--- src/rtl/inst_fetch_unit.sv ---
// ============================================================================
// inst_fetch_unit
//
// Purpose
//   Instruction fetch front end. It issues one instruction-memory request at
//   a time, places each returned word with its address in a small fetch
//   buffer, and presents the buffer head to the decode stage. A Branch_Flush
//   empties the buffer and may redirect the fetch PC. A request that is still
//   outstanding when the flush arrives is allowed to complete in DRAIN, and
//   its returned data is dropped.
//
// Configuration
//   IFU_PREFETCH_EN  defined   : two-entry fetch buffer. A new request may be
//                                issued while one entry is still held.
//                    undefined : one-entry fetch buffer. A request is issued
//                                only when the buffer is empty or its head is
//                                being consumed in the same cycle.
//
// Parameters
//   RESET_PC       first fetch address after reset
//
// Ports
//   clk            system clock, rising edge
//   rst_n          asynchronous active-low reset
//   Inst_Req       decode is ready to take the head instruction
//   Branch_Flush   flush buffer / redirect
//   PCsrcSel       3'b001 selects Branch_Target on flush, otherwise PC kept
//   Branch_Target  redirect address (low two bits ignored)
//   IMem_Req       memory request valid (high exactly in REQ)
//   IMem_Addr      word-aligned fetch address
//   IMem_Ack       memory returns IMem_Data for the outstanding request
//   IMem_Data      returned instruction word
//   Inst_Ready     buffer head valid
//   Fetch_Inst     head instruction
//   Fetch_PC       head instruction address
// ============================================================================
module inst_fetch_unit #(
    parameter logic [31:0] RESET_PC = 32'h0000_0000
) (
    input  logic        clk,
    input  logic        rst_n,
    input  logic        Inst_Req,
    input  logic        Branch_Flush,
    input  logic [2:0]  PCsrcSel,
    input  logic [31:0] Branch_Target,
    output logic        IMem_Req,
    output logic [31:0] IMem_Addr,
    input  logic        IMem_Ack,
    input  logic [31:0] IMem_Data,
    output logic        Inst_Ready,
    output logic [31:0] Fetch_Inst,
    output logic [31:0] Fetch_PC
);

`ifdef IFU_PREFETCH_EN
    localparam int unsigned DEPTH = 2;
`else
    localparam int unsigned DEPTH = 1;
`endif
    localparam logic [1:0] DEPTH_L = 2'(DEPTH);

    typedef enum logic [1:0] {
        IDLE  = 2'd0,
        REQ   = 2'd1,
        DRAIN = 2'd2
    } state_t;

    state_t      state;
    logic [31:0] pc;

    // Fetch buffer: entry 0 is always the head; entries shift down on consume.
    logic [31:0] fb_pc   [DEPTH];
    logic [31:0] fb_inst [DEPTH];
    logic [1:0]  count;

    logic        consume;
    logic        write;
    logic        redirect;
    logic        room;
    logic [1:0]  count_next;
    logic [31:0] wr_idx;
    logic [31:0] target_aligned;

    always_comb begin
        consume        = (count != 2'd0) & Inst_Req & ~Branch_Flush;
        write          = (state == REQ) & IMem_Ack & ~Branch_Flush;
        redirect       = Branch_Flush & (PCsrcSel == 3'b001);
        target_aligned = Branch_Target & 32'hFFFF_FFFC;
        count_next     = count + {1'b0, write} - {1'b0, consume};
        // A write in the same cycle as a consume lands one slot lower,
        // because the head is shifted out at the same edge.
        wr_idx         = 32'(count) - 32'(consume);
        // Room counts a slot that is freed by a consume on this same edge.
        room           = (count < DEPTH_L) | consume;
    end

    // Control FSM. IMem_Req is registered and is updated together with the state.
    always_ff @(posedge clk or negedge rst_n) begin
        if (!rst_n) begin
            state    <= IDLE;
            IMem_Req <= 1'b0;
            pc       <= RESET_PC;
        end else begin
            if (redirect) begin
                pc <= target_aligned;
            end else if (write) begin
                pc <= pc + 32'd4;
            end

            case (state)
                IDLE: begin
                    if (!Branch_Flush && room) begin
                        state    <= REQ;
                        IMem_Req <= 1'b1;
                    end
                end
                REQ: begin
                    if (IMem_Ack) begin
                        // An ack that coincides with a flush is dropped and
                        // the FSM returns to IDLE.
                        if (!Branch_Flush && (count_next < DEPTH_L)) begin
                            state    <= REQ;
                            IMem_Req <= 1'b1;
                        end else begin
                            state    <= IDLE;
                            IMem_Req <= 1'b0;
                        end
                    end else if (Branch_Flush) begin
                        state    <= DRAIN;
                        IMem_Req <= 1'b0;
                    end
                end
                DRAIN: begin
                    if (IMem_Ack) begin
                        state <= IDLE;
                    end
                    IMem_Req <= 1'b0;
                end
                default: begin
                    state    <= IDLE;
                    IMem_Req <= 1'b0;
                end
            endcase
        end
    end

    // Fetch buffer storage and occupancy.
    always_ff @(posedge clk or negedge rst_n) begin
        if (!rst_n) begin
            count <= 2'd0;
            for (int unsigned i = 0; i < DEPTH; i++) begin
                fb_pc[i]   <= '0;
                fb_inst[i] <= '0;
            end
        end else if (Branch_Flush) begin
            count <= 2'd0;
        end else begin
            count <= count_next;
            if (consume) begin
                for (int unsigned i = 0; i < DEPTH - 1; i++) begin
                    fb_pc[i]   <= fb_pc[i + 1];
                    fb_inst[i] <= fb_inst[i + 1];
                end
            end
            // This comes after the shift so that the new entry wins when both
            // target the same slot.
            for (int unsigned i = 0; i < DEPTH; i++) begin
                if (write && (i == wr_idx)) begin
                    fb_pc[i]   <= pc;
                    fb_inst[i] <= IMem_Data;
                end
            end
        end
    end

    assign IMem_Addr  = pc;
    assign Inst_Ready = (count != 2'd0);
    assign Fetch_Inst = fb_inst[0];
    assign Fetch_PC   = fb_pc[0];

endmodule

--- config.mk ---
export PLATFORM = sky130hd
export DESIGN_NAME = inst_fetch_unit
export DESIGN_NICKNAME = d
export VERILOG_FILES = /design/src/rtl/inst_fetch_unit.sv
export SDC_FILE = /design/constraint.sdc
export NUM_CORES = 1
export LEC_CHECK = 0
export CAP_MARGIN = 30
export CORE_ASPECT_RATIO = 0.8
export CORE_MARGIN = 8
export CORE_UTILIZATION = 47
export CTS_CLUSTER_DIAMETER = 60
export DETAILED_ROUTE_END_ITERATION = 10
export HOLD_SLACK_MARGIN = 0.12
export PLACE_DENSITY = 0.86
export SETUP_SLACK_MARGIN = 0.3
export SKIP_CTS_REPAIR_TIMING = 1
export SLEW_MARGIN = 20
export SYNTH_ARGS = -nofsm -noshare
export SYNTH_HDL_FRONTEND = slang
export SYNTH_SLANG_ARGS = --single-unit
--- constraint.sdc ---
create_clock -name clk -period 3.2 [get_ports clk]
set_input_delay 0.48 -clock clk [delete_from_list [all_inputs] [get_ports clk]]
set_output_delay 0.48 -clock clk [all_outputs]
set_load 0.01 [all_outputs]
==> metrics.cfg, run 1 <==
[status]
status=completed

[floorplanning]
num_io_pins=170
die_y_um=101.7
die_x_um=123.1
die-area_um2=12510
coreArea_um2=8999
fp-row-count=31
start_util=0.4790

[sta]
setup_viol_count_final=0
rsz0062_at_grt=no
slew_headroom=0.6163
hold_viol_final=0
min_period_ns=2.539
final.setup.tns_ns=0
fmax_ghz=0.3938
final_max_slew_viol_count=0
tightest_slew_ns=0.5755
fin_skew_ns=0.008762
fin_ws_ns=0.6608
fin_crit_sh=0.7935

[pwr]
seq_power_share=0.397
p_sw_frac=0.3074
total_power_uw=5239
p_clk_frac=0.206
pwr-share-comb=0.396
p_leak_uw=0.002552
internal_power_uw=3629
p_sw_uw=1611
p_per_area_nw_per_um2=818.3
ir_drop_mv=0.4539

[synth]
yosys_warnings=0
yosysTopAreaCell=dfrtp_1
async_flop_share=1.000
synth_top_area_share=0.5631
synth_edf_count=0
synth_seq_area_share=0.5631
netlist_area_um2=4310
yosysUniqueCellTypes=40
synth_seq_cells=97
synthTopCellsByArea=dfrtp_1 (56%), mux2_2 (15%), xnor2_1 (3.5%)
synthCells=366
ys.flop_type=dfrtp_1
syn_area_per_cell_um2=11.78

[detailed_routing]
drt_pass1_iterations=4
ant_nets=0
drc=0
vias_per_cell=5.167
vias=3364
wire_per_inst_um=18.20
drt_wl_total_um=11850
drtIter0Drc=199

[clocking]
clock-root-buffer=clkbuf_16
cts_htree_levels=3
cts_sinks=97
clk_pin_slew_ns=0.07
worstSkewPairLatency_ns=0.34
cts_tree=built
cts_buffers=9
cts_buffer_depth=2

[layout]
final_common_cell=clkdlybuf4s50_1
nFillCells=658
instances_no_fill=651
syn_to_final_growth_pct=48.53
final_cell_mix=clkdlybuf4s50_1 (162), dfrtp_1 (97), mux2_2 (57), nand2_1 (39), o21ai_0 (27)
fin_area_um2=6402
nets=606
diodes=0
drive_above_1_share=0.1604

[global_routing]
grt_pass1_wl_um=18950
grt_max_degree=55
antenna_found_initial=0
grt_usage=0.1953
overflow=0
first_global_vias=3651

[worst_setup_path]
arrival_ns=2.80
r2r_cells=9
r2r-end=IMem_Req$_DFFE_PN0P_
r2r-start=state[1]$_DFFE_PN0P_
critPathMaxFanout=7
r2r_slack_ns=0.82
endpoint_kind=flop
crit_required_ns=3.46
startpoint_type=input pin
worstSetupPathType=input pin to flop

[min_path]
hold_class=input pin to async pin

[place]
placed_cells=635
place_congestion=0.8091
place_ws_ns=0.3273
io_buffers=163
placed_area_um2=6103
dpl.hpwl_um=9046

[run]
drv_cap=0

logic make-up after synthesis:
group	synth area share
adders and majority gates	0.008709
muxes	0.1643
and+or+nand+nor	0.1286
xor gates and xnor gates	0.05486
DFF	0.5631
buffers and inverters	0.03077
AOI/OAI and AO/OA	0.04877
other	0.0008700
flip-flops by register name, summed over array words and instances (netlist names):
| signal | count |
|---|---|
| Fetch_Inst | 32 |
| Fetch_PC | 30 |
| IMem_Addr | 30 |
| count | 2 |
| state | 2 |
| IMem_Req | 1 |
final cells by class:
cell class	count	area [um^2]	area share
tap	115	143.9	0.02247
sequential	97	2427	0.3791
clock inverter	4	52.55	0.008208
timing repair buffer	171	1714	0.2677
inverter	9	33.78	0.005277
multi-input combinational	243	1784	0.2787
clock buffer	12	246.5	0.03850
power by group through the flow:
| stage | Clock (uW) | Sequential [uW] | Combinational (uW) |
|---|---|---|---|
| after global placement | 0 | 2060 | 2050 |
| after global routing | 1150 | 2160 | 2220 |
| after CTS | 1110 | 2080 | 2120 |
| after floorplan | 0 | 2250 | 652 |
| after detailed placement | 0 | 2100 | 2110 |
| final | 1080 | 2080 | 2080 |
critical path, stage by stage:
cell and delay, ns:
clkdlybuf4s50_1 0.50, and4bb_2 0.34, clkinv_1 0.25, ha_1 0.36, inv_1 0.04, ha_1 0.18
xor2_1 0.15, xnor2_1 0.21, a21oi_1 0.12, nor3_1 0.17
through the flow:
| step | util | hold slack [ns] |
|---|---|---|
| final | 0.7115 | 0.1279 |
| after global routing | 0.7115 | 0.1795 |
| after CTS | 0.7115 | 0.1378 |
| after detailed placement | 0.6783 | 0.4763 |
| after global placement | 0.6783 | 0.4669 |
| after floorplan | - | 0.1844 |
Yosys cell counts, drive strengths merged (2+ instances only):
cell type,number
dfrtp,97
mux2,62
nand2,39
o21ai,27
xnor2,17
nor3,14
buf,12
nor2,12
nand3,11
xor2,10
clkbuf,8
inv,8
nand4,7
nor4,7
and3,5
a21oi,3
ha,3
a221oi,2
and4,2
nand2b,2
or4,2
worst max-delay path by stage:
stage | from | end | slack (ns)
after global placement | IMem_Ack | IMem_Req$_DFFE_PN0P_ | 0.37
after floorplan | Branch_Flush | IMem_Addr[31]$_DFFE_PN0N_ | 0.93
final | IMem_Ack | IMem_Req$_DFFE_PN0P_ | 0.66
after CTS | IMem_Ack | IMem_Req$_DFFE_PN0P_ | 0.67
after detailed placement | IMem_Ack | IMem_Req$_DFFE_PN0P_ | 0.33
after global routing | IMem_Ack | IMem_Req$_DFFE_PN0P_ | 0.49
layer usage:
metal,up-vias,global-route usage,wire [um]
met5,-,0,0
met4,0,0.05448,136
met3,17,0.08134,1291
met2,135,0.3287,5736
met1,1607,0.2245,4683
li1,1605,-,-
Power figures use the tool's default switching activity.
==> inputs of run 2 (changes only) <==
--- a/config.mk
+++ b/config.mk
@@ -8,11 +8,11 @@
 export CAP_MARGIN = 30
 export CORE_ASPECT_RATIO = 0.8
 export CORE_MARGIN = 8
-export CORE_UTILIZATION = 47
+export CORE_UTILIZATION = 44
 export CTS_CLUSTER_DIAMETER = 60
 export DETAILED_ROUTE_END_ITERATION = 10
 export HOLD_SLACK_MARGIN = 0.12
-export PLACE_DENSITY = 0.86
+export PLACE_DENSITY = 0.81
 export SETUP_SLACK_MARGIN = 0.3
 export SKIP_CTS_REPAIR_TIMING = 1
 export SLEW_MARGIN = 20
==> constraint.sdc (replaced) <==
create_clock -name clk -period 2.45 [get_ports clk]
set_input_delay 0.3675 -clock clk [delete_from_list [all_inputs] [get_ports clk]]
set_output_delay 0.3675 -clock clk [all_outputs]
set_load 0.01 [all_outputs]
==> run 2 against run 1 <==
Global-route usage is 1.1 points lower. Worst hold slack better by 0.12 ns. Non-clock buffer count is 28 higher. Combinational power is 41% higher. First-iteration DRC count is 56% higher. Largest cell class unchanged. Largest power group is now combinational logic. Highest routed layer unchanged.
==> metrics.cfg, run 2 (same netlist as run 1, synthesis figures left out) <==
[global_routing]
grt_max_degree=51  ; was 55
overflow=0  ; unchanged
antenna_found_initial=0  ; unchanged
grt_usage=0.1847  ; was 0.1953
met3_usage=0.07787  ; was 0.08134
grtUsageMet2=0.2990  ; was 0.3287
top_usage_layer=met2  ; unchanged
grt_pass1_wl_um=19450  ; was 18,950 um
met1_usage=0.2190  ; was 0.2245
first_global_vias=3757  ; was 3,651

[layout]
nets=634  ; was 606
final_cell_mix=clkdlybuf4s50_1 (160), dfrtp_1 (91), mux2_2 (57), nand2_1 (39), buf_4 (31)  ; was clkdlybuf4s50_1 (162), dfrtp_1 (97), mux2_2 (57), nand2_1 (39), o21ai_0 (27)
regArea_um2=2435  ; was 2427 um^2
largest_register_ffs=32  ; unchanged
instances_no_fill=683  ; was 651
final_util=0.7004  ; was 0.7115
diodes=0  ; unchanged
multi_input_area_um2=1818  ; was 1784 um^2
final_common_cell=clkdlybuf4s50_1  ; unchanged
drive_above_1_share=0.2270  ; was 0.1604
nFillCells=701  ; was 658
syn_to_final_growth_pct=55.50  ; was 48.53%

[sta]
fin_ws_ns=0.3472  ; was 0.6608 ns
fin_skew_ns=0.007164  ; was 0.008762 ns
hold_viol_final=0  ; unchanged
final_max_slew_viol_count=0  ; unchanged
rsz0062_at_grt=yes  ; was no
tightest_slew_ns=0.6587  ; was 0.5755 ns
min_period_ns=2.103
slew_headroom=0.5609  ; was 0.6163
final.setup.tns_ns=0  ; unchanged
fmax_ghz=0.4756
fin_crit_sh=0.8583
setup_viol_count_final=0  ; unchanged

[floorplanning]
die_x_um=126.7  ; was 123.1 um
fp-row-count=32  ; was 31
coreArea_um2=9569  ; was 8999 um^2
die_y_um=104.5  ; was 101.7 um
start_util=0.4504  ; was 0.4790
die-area_um2=13240  ; was 12,510 um^2
num_io_pins=170  ; unchanged

[detailed_routing]
ant_nets=0  ; unchanged
wire_per_inst_um=18.59  ; was 18.20 um
vias=3559  ; was 3,364
drtIter0Drc=310  ; was 199
drc=0  ; unchanged
drt_wl_total_um=12700  ; was 11,850 um
vias_per_cell=5.211  ; was 5.167
drt_pass1_iterations=4  ; unchanged

[clocking]
worstSkewPairLatency_ns=0.34  ; about the same
cts_buffers=9  ; unchanged
cts_tree=built  ; unchanged
clk_pin_slew_ns=0.07  ; about the same
cts_htree_levels=3  ; unchanged
clock-root-buffer=clkbuf_16  ; unchanged
cts_sinks=97  ; unchanged
cts_buffer_depth=2  ; unchanged

[worst_setup_path]
endpoint_kind=flop  ; unchanged
arrival_ns=2.37  ; was 2.80 ns
crit_required_ns=2.71  ; was 3.46 ns
worstSetupPathType=flop to flop  ; was input pin to flop
startpoint_type=flop  ; was input pin
critPathMaxFanout=6  ; was 7

[pwr]
p_per_area_nw_per_um2=1050  ; was 818.3 nW/um^2
p_leak_uw=0.002724  ; was 0.002552 uW
ir_drop_mv=0.6204  ; was 0.4539 mV

[place]
io_buffers=163  ; unchanged
place_ws_ns=-0.05446  ; was 0.3273 ns
place_congestion=0.7570  ; was 0.8091
dpl.hpwl_um=9205  ; was 9046 um
placed_cells=657  ; was 635

[status]
status=completed  ; unchanged

[min_path]
hold_class=input pin to flop  ; was input pin to async pin

[run]
drv_cap=0  ; unchanged

run 2: cell types whose count changed in the layout (fill, tap and decap cells not counted), moves of 2 or more:
cell	delta
dfrtp_1	-6
clkdlybuf4s50_1	-2
dlymetal6s2s_1	+2
buf_4	+24
clkbuf_1	-2
dfrtp_2	+6
inv_6	+2
run 2: final timing paths:
check / to / startpoint / slack, ns / depth (start not counted)
min in group asynchronous: Fetch_PC[22]$_DFFE_PN0P_ / rst_n / 0.60 / 2
min reg2reg: Fetch_Inst[11]$_DFFE_PN0P_ / Fetch_Inst[11]$_DFFE_PN0P_ / 0.49 / 1
max reg2reg: IMem_Addr[31]$_DFFE_PN0N_ / IMem_Addr[19]$_DFFE_PN0N_ / 0.35 / 5
min: state[1]$_DFFE_PN0P_ / IMem_Ack / 0.24 / 2
max: IMem_Addr[31]$_DFFE_PN0N_ / IMem_Addr[19]$_DFFE_PN0N_ / 0.35 / 5
max in group asynchronous: Fetch_PC[18]$_DFFE_PN0P_ / rst_n / 1.16 / 3
run 2: layer usage:
layer | vias to the layer above | wire length [um]
li1 | 1658 | -
met1 | 1753 | 5353
met2 | 131 | 5997
met3 | 17 | 1121
met4 | 0 | 226
met5 | - | 0
run 2: layout make-up:
| class | count | area share |
|---|---|---|
| flip-flops and latches | 97 | 0.3633 |
| repair buffers | 199 | 0.2933 |
| multi-input cells | 243 | 0.2712 |
| clock buffers | 9 | 0.03360 |
| well taps | 119 | 0.02221 |
| clock inverters | 7 | 0.01139 |
| inverters | 9 | 0.005040 |
run 2: critical path, stage by stage (launching register included):
cell,delay [ns]
dfrtp_2,0.41
nand2_1,0.09
or4_4,0.51
or4_4,0.57
or3_1,0.32
a31oi_1,0.14
run 2: power by group:
group          switching, uW  internal (uW)  total (uW)
combinational           1130           1810        2940
clock                    630            799        1430
sequential               436           2230        2660
run 2: through the flow:
| stage | cell area [um^2] | power (uW) | hold slack, ns |
|---|---|---|---|
| global route | 6703 | 7413 | 0.2506 |
| CTS | 6550 | 7015 | 0.07078 |
| detailed placement | 6248 | 5565 | 0.4390 |
| global placement | 6248 | 5450 | 0.4273 |
| floorplan | 4327 | 3792 | 0.07191 |
| finish | 6703 | 7036 | 0.2433 |
